File: src/rtl/serial_link_receiver.sv
// Receiver for the inter-board serial byte link: synchronizes the peer's GPIO lines,
// deserializes one MSB-first frame and holds it in a one-entry buffer for the consumer.
module serial_link_receiver #(
    parameter int unsigned DATA_W      = 8,
    parameter int unsigned SYNC_STAGES = 2
) (
    input  logic              clk,
    input  logic              rst,
    input  logic              serialClkIn,
    input  logic              serialDataIn,
    input  logic              txReadyIn,
    output logic              rxReadyOut,
    output logic [DATA_W-1:0] byteOut,
    output logic              byteValid,
    input  logic              byteAck,
    output logic [2:0]        bitCount,
    output logic              frameErr,
    output logic              overrun,
    input  logic              errClr
);
    localparam int unsigned CntW = $clog2(DATA_W);

    typedef enum logic [1:0] {StIdle, StRecv, StWaitEnd, StDrain} state_e;

    state_e                 state_q, state_d;
    logic [SYNC_STAGES-1:0] sclk_sync_q, sclk_sync_d;
    logic [SYNC_STAGES-1:0] sdat_sync_q, sdat_sync_d;
    logic [SYNC_STAGES-1:0] txrdy_sync_q, txrdy_sync_d;
    logic                   sclk_prev_q, txrdy_prev_q;
    // Only the first DATA_W-1 bits are stored; the last bit goes straight into byte_q.
    logic [DATA_W-2:0]      shift_q, shift_d;
    logic [CntW-1:0]        count_q, count_d;
    logic [DATA_W-1:0]      byte_q, byte_d;
    logic                   valid_q, valid_d;
    logic                   frame_err_q, frame_err_d;
    logic                   overrun_q, overrun_d;
    logic                   rx_ready_q, rx_ready_d;

    logic sclk, sdat, txrdy;
    logic clk_rise, tx_rise, last_bit;
    logic set_valid, frame_err_evt, overrun_evt;

    assign sclk     = sclk_sync_q[SYNC_STAGES-1];
    assign sdat     = sdat_sync_q[SYNC_STAGES-1];
    assign txrdy    = txrdy_sync_q[SYNC_STAGES-1];
    assign clk_rise = sclk & ~sclk_prev_q;
    assign tx_rise  = txrdy & ~txrdy_prev_q;
    assign last_bit = clk_rise && (count_q == CntW'(DATA_W - 1));

    always_comb begin
        sclk_sync_d   = {sclk_sync_q[SYNC_STAGES-2:0], serialClkIn};
        sdat_sync_d   = {sdat_sync_q[SYNC_STAGES-2:0], serialDataIn};
        txrdy_sync_d  = {txrdy_sync_q[SYNC_STAGES-2:0], txReadyIn};
        state_d       = state_q;
        shift_d       = shift_q;
        count_d       = count_q;
        byte_d        = byte_q;
        set_valid     = 1'b0;
        frame_err_evt = 1'b0;
        overrun_evt   = 1'b0;

        unique case (state_q)
            StIdle: begin
                if (tx_rise) begin
                    if (valid_q) begin
                        overrun_evt = 1'b1;
                        state_d     = StDrain;
                    end else begin
                        shift_d = '0;
                        count_d = '0;
                        state_d = StRecv;
                    end
                end
            end
            StRecv: begin
                // A completing edge beats a coincident txReady fall.
                if (last_bit) begin
                    byte_d    = {shift_q, sdat};
                    set_valid = 1'b1;
                    count_d   = '0;
                    state_d   = StWaitEnd;
                end else if (!txrdy) begin
                    frame_err_evt = 1'b1;
                    shift_d       = '0;
                    count_d       = '0;
                    state_d       = StIdle;
                end else if (clk_rise) begin
                    shift_d = {shift_q[DATA_W-3:0], sdat};
                    count_d = count_q + 1'b1;
                end
            end
            StWaitEnd, StDrain: begin
                if (!txrdy) state_d = StIdle;
            end
            default: state_d = StIdle;
        endcase

        valid_d     = set_valid | (valid_q & ~byteAck);
        frame_err_d = frame_err_evt | (frame_err_q & ~errClr);
        overrun_d   = overrun_evt | (overrun_q & ~errClr);
        rx_ready_d  = (state_d == StIdle) & ~valid_d;
    end

    always_ff @(posedge clk or negedge rst) begin
        if (!rst) begin
            state_q      <= StIdle;
            sclk_sync_q  <= '0;
            sdat_sync_q  <= '0;
            txrdy_sync_q <= '0;
            sclk_prev_q  <= 1'b0;
            txrdy_prev_q <= 1'b0;
            shift_q      <= '0;
            count_q      <= '0;
            byte_q       <= '0;
            valid_q      <= 1'b0;
            frame_err_q  <= 1'b0;
            overrun_q    <= 1'b0;
            rx_ready_q   <= 1'b0;
        end else begin
            state_q      <= state_d;
            sclk_sync_q  <= sclk_sync_d;
            sdat_sync_q  <= sdat_sync_d;
            txrdy_sync_q <= txrdy_sync_d;
            sclk_prev_q  <= sclk;
            txrdy_prev_q <= txrdy;
            shift_q      <= shift_d;
            count_q      <= count_d;
            byte_q       <= byte_d;
            valid_q      <= valid_d;
            frame_err_q  <= frame_err_d;
            overrun_q    <= overrun_d;
            rx_ready_q   <= rx_ready_d;
        end
    end

    assign rxReadyOut = rx_ready_q;
    assign byteOut    = byte_q;
    assign byteValid  = valid_q;
    assign bitCount   = 3'(count_q);
    assign frameErr   = frame_err_q;
    assign overrun    = overrun_q;

endmodule

File: config.mk
export PLATFORM = sky130hd
export DESIGN_NAME = serial_link_receiver
export DESIGN_NICKNAME = d
export VERILOG_FILES = /design/src/rtl/serial_link_receiver.sv
export SDC_FILE = /design/constraint.sdc
export NUM_CORES = 1
export LEC_CHECK = 0
export CAP_MARGIN = 5
export CORE_MARGIN = 3
export CORE_UTILIZATION = 46
export DETAILED_ROUTE_END_ITERATION = 8
export PLACE_DENSITY = 0.71
export SLEW_MARGIN = 20
export SYNTH_ARGS = -nofsm -noshare
export SYNTH_HDL_FRONTEND = slang
export SYNTH_SLANG_ARGS = --single-unit
File: constraint.sdc
create_clock -name clk -period 1.5 [get_ports clk]
set_input_delay 0.3 -clock clk [delete_from_list [all_inputs] [get_ports clk]]
set_output_delay 0.3 -clock clk [all_outputs]
set_load 0.05 [all_outputs]
==> results.sh <==
export IMPL_synth_seq_cells=32
export IMPL_seq_power_share_pct=56.0
export IMPL_cts_resized=0
export IMPL_synth_top_cell_area_share_pct=60.4
export IMPL_grt_usage_pct=16.2
export IMPL_cts_buffers=5
export IMPL_setup_ws_ns=-0.00650
export IMPL_status="complete, but fails checks"
export IMPL_hpwl_mm=1.61
export IMPL_cp_top_family="flip-flops"
export IMPL_yosys_area_share_adder_pct=1.89
export IMPL_fill_cells=184
export IMPL_top_layer="met4"
export IMPL_cp_buffers_inverters=1
export IMPL_slew_viol_final=0
export IMPL_slew_limit_headroom_pct=83.0
export IMPL_worstPathRequired_ns=1.72
export IMPL_synth_top_family_by_area="compound AO/OA/AOI/OAI gates"
export IMPL_grt_pass1_wl_mm=4.11
export IMPL_fmax_mhz=664
export IMPL_post_route_min_period_ns=1.51
export IMPL_swShare_pct=25.4
export IMPL_synth_xor_area_share_pct=0
export IMPL_power_leakage_nw=0.863
export IMPL_post_route_drc_count=0
export IMPL_path_max_fanout=22
export IMPL_gp_congestion=0.863
export IMPL_syn_inst=106
export IMPL_dp_cells=162
export IMPL_power_density_nw_per_um2=852
export IMPL_cts_setup_buffers=0
export IMPL_drive_gt1_share_pct=37.9
export IMPL_clkSinkCount=32
export IMPL_intPower_mw=1.21
export IMPL_final_core_util_pct=72.7
export IMPL_ys_top_cells_by_count="32 x dfrtp_1, 15 x nand2_1, 12 x o21ai_0, 8 x mux2_2, 7 x o31ai_1"
export IMPL_worst_slew_pin_slew_ns=0.252
export IMPL_cts_root_buf="clkbuf_4"
export IMPL_synth_cell_types=27
export IMPL_ys_warn_count=0
export IMPL_fin_cells=170
export IMPL_dieArea_sq_um=3560
export IMPL_regArea_sq_um=805
export IMPL_die_w_microns=59.7
export IMPL_dp_slack_ns=0.00368
export IMPL_cpPeakStageDelay_ns=0.40
export IMPL_routed_wl_met2_microns=998
export IMPL_area_delta_synth_final_pct=43.1
export IMPL_cp_common_cell="ha_4"
export IMPL_dr_pass1_iters=6
export IMPL_pwr_share_clk_pct=31.6
export IMPL_vias=909
export IMPL_rsz0062_at_grt="true"
export IMPL_wl_met1_mm=1.02
export IMPL_muxShareOfSynthArea_pct=6.79
export IMPL_yosys_area_share_simple_pct=12.6
export IMPL_start_util_pct=50.8
export IMPL_antenna_cells=0
export IMPL_cap_violations=0
export IMPL_coreArea_sq_um=2610
export IMPL_ioPinCount=22
export IMPL_ys_top_cells_by_area="dfrtp_1 60%, mux2_2 6.8%, o21ai_0 4.5%, nand2_1 4.2%, o31ai_1 4.0%"
export IMPL_cp_arrival_ns=1.72
export IMPL_critical_path_endpoint_type="flip-flop"
export IMPL_via_per_inst=5.35
export IMPL_finClkSkew_ns=0.0111
export IMPL_startpoint_type="flip-flop"
export IMPL_path_cells="ha_4 > ha_4 > nand3b_4 > nor2_4 > buf_12 > mux2_2"
export IMPL_yosys_cell_count_top_type="dfrtp_1"
export IMPL_combPwrFrac_pct=12.4
export IMPL_finalCritPeriodShare_pct=100
export IMPL_synth_top_cell_by_area="dfrtp_1"
export IMPL_cp_slowest_cell="dfrtp_2"
export IMPL_finalSetupViolCount=4
export IMPL_hold_viol=0
export IMPL_worstSetupPathType="flip-flop to flip-flop"
export IMPL_route_detailed_wl_per_inst_microns=13.5
export IMPL_drtIter0Drc=27
export IMPL_io_buffers=21
export IMPL_clk_pin_slew_ns=0.10
export IMPL_min_path_type="input pin to async pin"
export IMPL_hold_buffers=0
export IMPL_total_power_mw=1.62
export IMPL_cts_path_max_buffers=2
export IMPL_cts_tree="built"
export IMPL_grt_overflow=0
export IMPL_nets=148
export IMPL_synth_nets=115
export IMPL_synthFlopType="dfrtp_1"
export IMPL_grt_pass1_vias=905
export IMPL_syn_avg_cell_area_sq_um=12.5
export IMPL_multiInputGateArea_sq_um=499
export IMPL_violations="negative setup slack"
export IMPL_ir_worst_vdd_v=0.000828
export IMPL_synth_compound_area_share_pct=13.3
export IMPL_worstSkewPairLatency_ns=0.33
export IMPL_synth_edf_count=0
export IMPL_die_height_microns=59.7
export IMPL_syn_area_sq_um=1330
export IMPL_ys_seq_area_share_pct=60.4
export IMPL_h_tree_depth=2
export IMPL_drt_total_wl_mm=2.30
export IMPL_met3_length_microns=195
export IMPL_rows=18
export IMPL_grt_max_degree=33
export IMPL_antenna_found_initial=0
export IMPL_power_switching_mw=0.410
export IMPL_async_flop_share_pct=100
export IMPL_drtAntennaViolNets=0
==> power by group through the flow <==
stage                     logic (mW)  registers, mW  clock network (mW)
final                          0.200          0.905               0.512
after global routing           0.218          0.909               0.584
after CTS                      0.204          0.906               0.535
after detailed placement       0.203          0.923                   0
after global placement         0.199          0.921                   0
after floorplan               0.0681          0.951                   0
==> layout by cell type (no fill, tap or decap), types with 5 or more instances in the layout <==
cell type	count
buf_4	8
nand2_1	15
o21ai_0	12
clkdlybuf4s50_1	6
buf_12	18
o31ai_1	7
dfrtp_1	29
clkbuf_4	5
==> registers in the layout, indices dropped and copies added, names as in the netlist, 2 cells and up <==
name / flops
shift_q: 7
byteOut: 8
bitCount: 3
sdat_sync_q: 2
txrdy_sync_q: 2
state_q: 2
sclk_sync_q: 2
==> per-layer routing <==
layer  up-vias  track usage (%)
li1        434                -
met1       432             20.1
met2        35             23.1
met3         8             6.91
met4         0             10.4
met5         -                0
==> final timing paths <==
kind,startpoint,to,slack (ns),cells past startpoint
setup reg to reg,bitCount[1],byteOut[3],-0.006,6
hold / removal,rst,shift_q[5],0.32,2
hold reg to reg,sdat_sync_q[0],sdat_sync_q[1],0.36,0
min in group clk,sdat_sync_q[0],sdat_sync_q[1],0.36,0
setup / recovery,bitCount[1],byteOut[3],-0.006,6
max in group asynchronous,rst,bitCount[2],1.00,2
==> kinds of logic (layout without fill, tap and decap cells) <==
kind of cell	after synthesis	after routing
AO/OA/AOI/OAI	27	27
adder cells (fa/ha/maj)	2	2
buffers and inverters	10	44
flip-flops	32	32
multiplexers	8	8
AND/OR/NAND/NOR	27	27
==> area by class of cell <==
cell class	count	area share [%]
clock buffers	6	2.70
repair buffers	32	25.3
well taps	30	1.98
flip-flops and latches	32	42.4
multi-input cells	64	26.3
inverters	4	0.791
clock inverters	2	0.527
==> stage by stage <==
step	cell area, sq um	hold WS [ns]	setup TNS (ns)
finish	1900	0.322	-0.0211
global route	1900	0.297	-0.379
CTS	1900	0.307	-0.0533
detailed placement	1840	0.336	0
global placement	1840	0.332	0
floorplan	1370	0.00441	-1.54
==> worst reg2reg max path, delay by kind of cell (launching register included) <==
family	cells	cell delay, ns
adders and majority gates	2	0.27
buffers and inverters	1	0.17
DFF	1	0.40
muxes	1	0.34
and+or+nand+nor	2	0.21
No activity file was read; power rests on OpenSTA's default activity.
